<file path="config.mk">
export PLATFORM = sky130hd
export DESIGN_NAME = mem_arbiter
export DESIGN_NICKNAME = d
export VERILOG_FILES = /design/src/rtl/mem_arbiter_pkg.sv /design/src/rtl/mem_arbiter.sv
export SDC_FILE = /design/constraint.sdc
export NUM_CORES = 1
export LEC_CHECK = 0
export CAP_MARGIN = 20
export CORE_UTILIZATION = 50
export DETAILED_ROUTE_END_ITERATION = 10
export PLACE_DENSITY = 0.79
export SKIP_CTS_REPAIR_TIMING = 1
export SYNTH_ARGS = -nofsm -noshare
export SYNTH_HDL_FRONTEND = slang
export SYNTH_SLANG_ARGS = --single-unit
</file>
<file path="constraint.sdc">
create_clock -name clk_in -period 8.24 [get_ports clk_in]
set_input_delay 1.648 -clock clk_in [delete_from_list [all_inputs] [get_ports clk_in]]
set_output_delay 1.648 -clock clk_in [all_outputs]
set_load 0.005 [all_outputs]
</file>
<file path="src/rtl/mem_arbiter_pkg.sv">
`default_nettype none
// ============================================================================
// Module   : mem_arbiter_pkg
// Brief    : Access type codes, size decode, FSM states and load extension
//            shared by the byte-wide memory arbiter.
// Revision : 1.0 - initial release
// ============================================================================
package mem_arbiter_pkg;

    // lsb_type: bit3 store, bit2 unsigned, [1:0] size
    localparam logic [3:0] c_LB  = 4'b0000;
    localparam logic [3:0] c_LH  = 4'b0001;
    localparam logic [3:0] c_LW  = 4'b0010;
    localparam logic [3:0] c_LBU = 4'b0100;
    localparam logic [3:0] c_LHU = 4'b0101;
    localparam logic [3:0] c_SB  = 4'b1000;
    localparam logic [3:0] c_SH  = 4'b1001;
    localparam logic [3:0] c_SW  = 4'b1010;

    localparam logic [1:0] c_SIZE_B  = 2'b00;
    localparam logic [1:0] c_SIZE_H  = 2'b01;
    localparam logic [1:0] c_SIZE_W  = 2'b10;

    localparam logic [1:0] c_IO_MASK = 2'b11;

    typedef enum logic [1:0] {
        S_IDLE   = 2'd0,
        S_IFETCH = 2'd1,
        S_LOAD   = 2'd2,
        S_STORE  = 2'd3
    } state_t;

    function automatic logic [2:0] size_len(input logic [1:0] size);
        case (size)
            c_SIZE_B: return 3'd1;
            c_SIZE_H: return 3'd2;
            default:  return 3'd4;
        endcase
    endfunction

    function automatic logic [31:0] extend_load(input logic [31:0] raw,
                                                input logic        is_unsigned,
                                                input logic [1:0]  size);
        case (size)
            c_SIZE_B: return is_unsigned ? {24'b0, raw[7:0]}  : {{24{raw[7]}}, raw[7:0]};
            c_SIZE_H: return is_unsigned ? {16'b0, raw[15:0]} : {{16{raw[15]}}, raw[15:0]};
            default:  return raw;
        endcase
    endfunction

endpackage
`default_nettype wire

</file>
<file path="src/rtl/mem_arbiter.sv">
`default_nettype none
// ============================================================================
// Module   : mem_arbiter
// Brief    : Shares one byte-wide RAM port between instruction fetch and the
//            load/store buffer; optional IO store stall via MEM_IO_STALL_EN.
// Revision : 1.0 - initial release
// ============================================================================
module mem_arbiter
    import mem_arbiter_pkg::*;
#(
    parameter int         ADDR_W  = 32,
    parameter logic [1:0] IO_MASK = c_IO_MASK
) (
    input  logic              clk_in,
    input  logic              rst_in,
    input  logic              rdy_in,
    input  logic              clear,
    input  logic              if_enable,
    input  logic [ADDR_W-1:0] if_addr,
    output logic              if_finished,
    output logic [31:0]       if_inst,
    input  logic              ls_enable,
    input  logic [ADDR_W-1:0] addr,
    input  logic [31:0]       store_val,
    input  logic [3:0]        lsb_type,
    output logic              ls_finished,
    output logic [31:0]       load_val,
    input  logic [7:0]        mem_din,
    output logic [7:0]        mem_dout,
    output logic [ADDR_W-1:0] mem_a,
    output logic              mem_wr,
    input  logic              io_buffer_full
);

    state_t            r_state;
    logic [2:0]        r_cnt;
    logic [2:0]        r_len;
    logic [ADDR_W-1:0] r_base;
    logic [1:0]        r_size;
    logic              r_uns;
    logic [31:0]       r_store;
    logic [31:0]       r_buf;
    logic [ADDR_W-1:0] r_mem_a;
    logic [7:0]        r_mem_dout;
    logic              r_mem_wr;
    logic              r_ls_fin;
    logic              r_if_fin;
    logic [31:0]       r_load_val;
    logic [31:0]       r_if_inst;
    logic              r_store_clr;

    logic              w_stall;
    logic [1:0]        w_idx;
    logic [2:0]        w_cnt_nx;
    logic [ADDR_W-1:0] w_next_a;
    logic [31:0]       w_asm;

`ifdef MEM_IO_STALL_EN
    assign w_stall = (r_state == S_STORE) && (r_base[17:16] == IO_MASK) && io_buffer_full;
`else
    logic w_unused_io;
    assign w_unused_io = io_buffer_full;
    assign w_stall     = 1'b0;
`endif

    // The byte on mem_din belongs to the address issued one cycle earlier.
    assign w_idx    = r_cnt[1:0] - 2'd1;
    assign w_cnt_nx = r_cnt + 3'd1;
    assign w_next_a = r_base + {{(ADDR_W-3){1'b0}}, w_cnt_nx};

    always_comb begin
        w_asm             = r_buf;
        w_asm[8*w_idx +: 8] = mem_din;
    end

    always_ff @(posedge clk_in) begin
        if (!rst_in) begin
            r_state     <= S_IDLE;
            r_cnt       <= '0;
            r_len       <= '0;
            r_base      <= '0;
            r_size      <= '0;
            r_uns       <= 1'b0;
            r_store     <= '0;
            r_buf       <= '0;
            r_mem_a     <= '0;
            r_mem_dout  <= '0;
            r_mem_wr    <= 1'b0;
            r_ls_fin    <= 1'b0;
            r_if_fin    <= 1'b0;
            r_load_val  <= '0;
            r_if_inst   <= '0;
            r_store_clr <= 1'b0;
        end else if (rdy_in) begin
            r_ls_fin <= 1'b0;
            r_if_fin <= 1'b0;
            case (r_state)
                S_IDLE: begin
                    if (!clear && (ls_enable || if_enable)) begin
                        r_cnt       <= '0;
                        r_buf       <= '0;
                        r_store_clr <= 1'b0;
                        if (ls_enable) begin
                            r_base  <= addr;
                            r_mem_a <= addr;
                            r_size  <= lsb_type[1:0];
                            r_uns   <= lsb_type[2];
                            r_store <= store_val;
                            r_len   <= size_len(lsb_type[1:0]);
                            if (lsb_type[3]) begin
                                r_state    <= S_STORE;
                                r_mem_wr   <= 1'b1;
                                r_mem_dout <= store_val[7:0];
                            end else begin
                                r_state <= S_LOAD;
                            end
                        end else begin
                            r_base  <= if_addr;
                            r_mem_a <= if_addr;
                            r_len   <= 3'd4;
                            r_state <= S_IFETCH;
                        end
                    end
                end
                S_IFETCH, S_LOAD: begin
                    if (clear) begin
                        r_state <= S_IDLE;
                        r_mem_a <= '0;
                    end else begin
                        if (r_cnt != 3'd0)
                            r_buf <= w_asm;
                        if (r_cnt == r_len) begin
                            r_state <= S_IDLE;
                            r_mem_a <= '0;
                            if (r_state == S_LOAD) begin
                                r_load_val <= extend_load(w_asm, r_uns, r_size);
                                r_ls_fin   <= 1'b1;
                            end else begin
                                r_if_inst <= w_asm;
                                r_if_fin  <= 1'b1;
                            end
                        end else begin
                            r_cnt   <= w_cnt_nx;
                            r_mem_a <= (w_cnt_nx < r_len) ? w_next_a : '0;
                        end
                    end
                end
                S_STORE: begin
                    // A flushed store still drains; only its completion pulse is dropped.
                    if (clear)
                        r_store_clr <= 1'b1;
                    if (!w_stall) begin
                        if (w_cnt_nx == r_len) begin
                            r_state    <= S_IDLE;
                            r_mem_a    <= '0;
                            r_mem_wr   <= 1'b0;
                            r_mem_dout <= '0;
                            if (!(r_store_clr || clear)) begin
                                r_ls_fin   <= 1'b1;
                                r_load_val <= '0;
                            end
                        end else begin
                            r_cnt      <= w_cnt_nx;
                            r_mem_a    <= w_next_a;
                            r_mem_dout <= r_store[8*w_cnt_nx[1:0] +: 8];
                        end
                    end
                end
                default: begin
                    r_state <= S_IDLE;
                    r_mem_a <= '0;
                end
            endcase
        end
    end

    assign mem_a       = r_mem_a;
    assign mem_dout    = r_mem_dout;
    assign mem_wr      = r_mem_wr && rdy_in && !w_stall;
    assign ls_finished = r_ls_fin;
    assign if_finished = r_if_fin;
    assign load_val    = r_load_val;
    assign if_inst     = r_if_inst;

endmodule
`default_nettype wire

</file>
Word-level counts from Yosys, hierarchy flattened
Index checks and enable logic that the tools add are counted.
{"block": "totals", "regBits": 215, "mem_bits_rw": 0, "latchBits": 0, "in_bits": 115, "wordCells": 128, "rom_bits": 0, "memories": 0}
{"block": "classes", "bitwise_logic": 2, "multipliers": 0, "addsub": 4, "reduce_logical": 24, "n_div": 0, "n_eq_ne": 20, "n_mux": 58, "shift": 3, "magnitude_cmp": 1}
{"operator": "$mux W32", "count": 16}
{"operator": "$pmux W32 S2", "count": 3}
{"operator": "$pmux W32 S3", "count": 1}
{"operator": "$neg A5 Y34", "count": 1}
{"operator": "$shift A8 B34 Y32 const A", "count": 1}
{"operator": "$shiftx A8 B34 Y32", "count": 1}
{"operator": "$add A32 B3 Y32", "count": 1}
{"operator": "$bwmux W32", "count": 1}
{"operator": "$mux W8", "count": 4}
{"operator": "$shiftx A32 B6 Y8", "count": 1}
{"operator": "$ne A2 B2 Y1 const B", "count": 12}
{"operator": "$reduce_and A5 Y1", "count": 4}
{"operator": "$mux W1", "count": 16}
{"operator": "$pmux W8 S2", "count": 1}
{"operator": "$mux W3", "count": 5}
{"operator": "$reduce_and A4 Y1", "count": 3}
{"operator": "$mux W2", "count": 5}
{"operator": "$pmux W3 S3", "count": 1}
{"operator": "$reduce_and A7 Y1", "count": 1}
{"operator": "$eq A2 B1 Y1 const B", "count": 3}
{"operator": "$eq A3 B3 Y1", "count": 2}
{"operator": "$logic_not A2 Y1", "count": 3}
{"operator": "$pmux W1 S2", "count": 3}
{"operator": "$pmux W2 S3", "count": 1}
{"operator": "other kinds (16)", "count": 22}

Longest topological paths before layout
{"block": "logic_depth", "ltp_word": 10, "ltp_mapped": 11, "ltp_nobuf": 8}

Worst setup path after synthesis
OpenSTA, ideal clock, no wires.
{"block": "synth_path", "kind": "input-to-output", "startpoint": "in rdy_in", "endpoint": "out mem_wr", "setup_slack_ps": 4819, "arrival_time_ps": 1773, "cell_stages": 1, "path_cell_list": "and2_1"}
{"block": "synth_via", "elab_chain_cells": 1}
{"item": "start: declaration", "line": "mem_arbiter.sv:16", "text": "input logic rdy_in,"}
{"item": "$logic_and A1 B1 Y1", "line": "mem_arbiter.sv:179", "text": "assign mem_wr = r_mem_wr && rdy_in && !w_stall;"}
{"item": "end: declaration", "line": "mem_arbiter.sv:31", "text": "output logic mem_wr,"}
Every way passes these cells.

Worst setup path in the final report
Same ends and word-level chain as after synthesis.

==> metrics.md <==
| Metric | Value |
|---|---|
| Max Freq | about 0.22 GHz |
| Async S/R FF share, synth | 0% |
| Ant diodes | 0 |
| Worst setup SP type | primary input |
| First-pass GRT wire length | approximately 46 mm |
| RSZ-0062 raised after global routing | false |
| Root Buffer | clkbuf_16 |
| Pwr dens | roughly 200 mW/mm^2 |
| Hold Path Stages | 2 |
| Worst Clk Skew | around 0.0091 ns |
| Total of max-cap violations | 0 |
| Fin crit period | between 4 and 5 ns |
| Worst path bufs/invs | 2 |
| Worst slew margin | 34.0% |
| Share of post-route cells with drive strength above 1 | slightly below 8% |
| Post-DP HPWL | approximately 19 mm |
| Min-Delay Path Class | reg2reg |
| H-tree level count | 1 |
| Commonest non-fill, non-tap cell in the layout | clkdlybuf4s50_1 |
| R2r setup slk | between 4 and 5 ns |
| Reg2reg start | r_cnt[0] |
| FILL cells | ~1,700 |
| Flops & latches, synth | 215 |
| Post-synthesis instance area | around 0.010 sq mm |
| Routed via count | between 9,000 and 10,000 |
| Number of synthesized flops with an enable pin | 0 |
| Worst flop-to-flop path endpoint | load_val[17] |
| Area grow syn2layout | 30.8% |
| Initial antenna violation count | 0 |
| Nets@finish | between 1,000 and 1,500 |
| Slew Limit Fails | 0 |
| Largest net degree at the start of global routing | 92 |
| Primary FF master, synth | dfxtp_1 |
| CTS Sinks | around 220 |
| Via/cell ratio | 5.68 |
| P_leak | ~4.9 nW |
| Clock slew at reported path FFs | about 0.06 ns |
| CP Max Fanout | 6 |
| Die X | ~140 microns |
| Mapped Nets | about 1,300 |
| Post-Syn Area per Cell | about 8.4 sq um |
| Biggest area consumer among synthesized cells | dfxtp_1 |
| Crit path DAT | between 2 and 3 ns |
| CP max stage delay | between 0.6 and 0.7 ns |
| Die ar. | 0.0206 sq mm |
| Worst Hold Endpoint | load_val[6] |
| HP Start | load_val[6] |
| Stages on worst setup path | 3 |
| Crit share post-route | roughly 56% |
| Clock latency on the worst-skew pair | around 0.52 ns |
| Synth top area share | 42.9% |
| GPL Wtd Cong | ~0.84 |
| Total CTS buffers | 23 |
| Status | completed |
| Initial core utilization | around 50% |
| Cell mode on critical path | clkdlybuf4s50_1 |
| Setup Crit Path Kind | in2out |
| CTS tree | done |
| Unique masters post-synth | ~70 |
| Drt initial violations | a little under 600 |
| Worst path cell trace | clkdlybuf4s50_1 > and2_1 > clkdlybuf4s50_1 |
| Top-Level Pins | around 220 |
| Clock Path Buffers | 3 |
| CP top delay family | buffers and inverters |
| Cell Rows | 51 |
| Synth Instances | ~1,200 |
| Most frequent cells in the layout | clkdlybuf4s50_1, dfxtp_1, nor2_1 |
| Port Buffers | 220 |
| Setup TNS Final | 0 ns |
| Register area share after synthesis | a little over two fifths |
| Setup-failing EPs final | 0 |
| Worst Setup End Kind | output pin |
| Yosys warnings | 0 |
| Worst vdd ir | approximately 0.00016 V |
| Tightest Pin Transition | 0.987 ns |
| Routed wire per std cell | roughly 17 microns |
| DRT Wirelength | between 20 and 30 mm |
| Chip height | 144 microns |
| Vias in the first global route | roughly 9,000 |
| Drt first pass iters | 5 |
| Slowest-stage cell, CP | clkdlybuf4s50_1 |
| R2R depth | 9 |
| Core footprint | ~0.020 sq mm |
| Overall routing resource usage | between 20% and 30% |
| Fin. Hold Viols | 0 |
| CP required | ~6.6 ns |
| Top post-synthesis cells by area | dfxtp_1, a21oi_1, nor2_1 |
| Antenna viol nets, final | 0 |
| GR Overflow Total | 0 |
| DRC | 0 |
| Worst hold margin | ~0.45 ns |
-- report_power, final --
group	switching, W	internal, W	total [W]
registers	0.0000420	0.00109	0.00113
clock network	0.000414	0.000633	0.00105
logic	0.000194	0.000178	0.000372
-- synth_stat cells (6+ instances only) --
| cell | n |
|---|---|
| a22oi_1 | 51 |
| nor2b_1 | 20 |
| dfxtp_1 | 215 |
| mux2i_1 | 26 |
| clkbuf_1 | 52 |
| inv_1 | 48 |
| o21ai_0 | 32 |
| and2b_1 | 7 |
| xnor2_1 | 9 |
| or3_1 | 9 |
| nand4_1 | 9 |
| xor2_1 | 11 |
| a31o_2 | 7 |
| mux4_2 | 7 |
| nor4_1 | 11 |
| o21ai_2 | 11 |
| nand2_1 | 135 |
| a211oi_1 | 69 |
| nor2_1 | 155 |
| ha_1 | 16 |
| a31oi_1 | 7 |
| o31a_1 | 7 |
| a21oi_1 | 138 |
| nor3_1 | 6 |
| mux2_2 | 10 |
| o21ai_1 | 9 |
| o22ai_1 | 7 |
| buf_2 | 23 |
| nand3_1 | 15 |
-- worst register-to-register path, delay by kind of cell (launching register included) --
kind | cells | cell delay, ns
fa+ha+maj | 2 | 1.36
compound gates | 3 | 0.98
flops | 1 | 0.95
buf+inv | 2 | 0.54
simple gates | 2 | 0.25
-- stage by stage --
step / utilization (%) / worst slack [ns] / area, sq um / total power [W] / cells
final: 67.1 / 3.67 / 13100 / 0.00255 / 1648
after global routing: 67.1 / 3.59 / 13100 / 0.00265 / 1648
after CTS: 67.1 / 3.66 / 13100 / 0.00256 / 1648
after detailed placement: 63.2 / 3.66 / 12300 / 0.00152 / 1607
after global placement: 63.0 / 3.67 / 12300 / 0.00151 / 1606
after floorplan: - / 4.82 / 10000 / 0.00135 / 1189
-- how the worst max path moves through the flow --
stage	start	endpoint	slack (ns)
6_report	rdy_in	mem_wr	3.67
5_1_grt	rdy_in	mem_wr	3.59
4_1_cts	rdy_in	mem_wr	3.66
3_5_place_dp	rdy_in	mem_wr	3.66
3_3_place_gp	rdy_in	mem_wr	3.67
2_1_floorplan	rdy_in	mem_wr	4.82
-- final cells by class --
| cell class | instances | area, sq um | share of cell area (%) |
|---|---|---|---|
| Clock inverter | 4 | 48.8 | 0.372 |
| Clock buffer | 37 | 728 | 5.55 |
| Timing Repair Buffer | 235 | 2330 | 17.8 |
| Tap cell | 265 | 332 | 2.53 |
| Inverter | 50 | 190 | 1.45 |
| Multi-Input combinational cell | 842 | 5180 | 39.5 |
| Sequential cell | 215 | 4300 | 32.8 |
-- metal layers --
| layer | GRT usage [%] | vias to the layer above | share of wire [%] |
|---|---|---|---|
| met2 | 46.7 | 332 | 48 |
| li1 | - | 4566 | - |
| met1 | 36.0 | 4407 | 43 |
| met5 | 0 | - | 0 |
| met3 | 4.87 | 61 | 6.6 |
| met4 | 9.85 | 0 | 2.7 |
-- registers in the layout (all words and copies together) (netlist names), 8 cells and up --
| signal | cells |
|---|---|
| if_inst | 32 |
| r_base | 32 |
| r_store | 32 |
| mem_a | 32 |
| mem_dout | 8 |
| load_val | 32 |
| r_buf | 32 |
-- cell families after synthesis --
| family | share of synthesized area [%] |
|---|---|
| DFF | 42.9 |
| xor gates and xnor gates | 2.07 |
| buffers and inverters | 5.64 |
| AOI/OAI and AO/OA | 23.6 |
| muxes | 5.56 |
| adders and majority gates | 2.20 |
| and+or+nand+nor | 18.0 |
(Power assumes the default switching activity.)
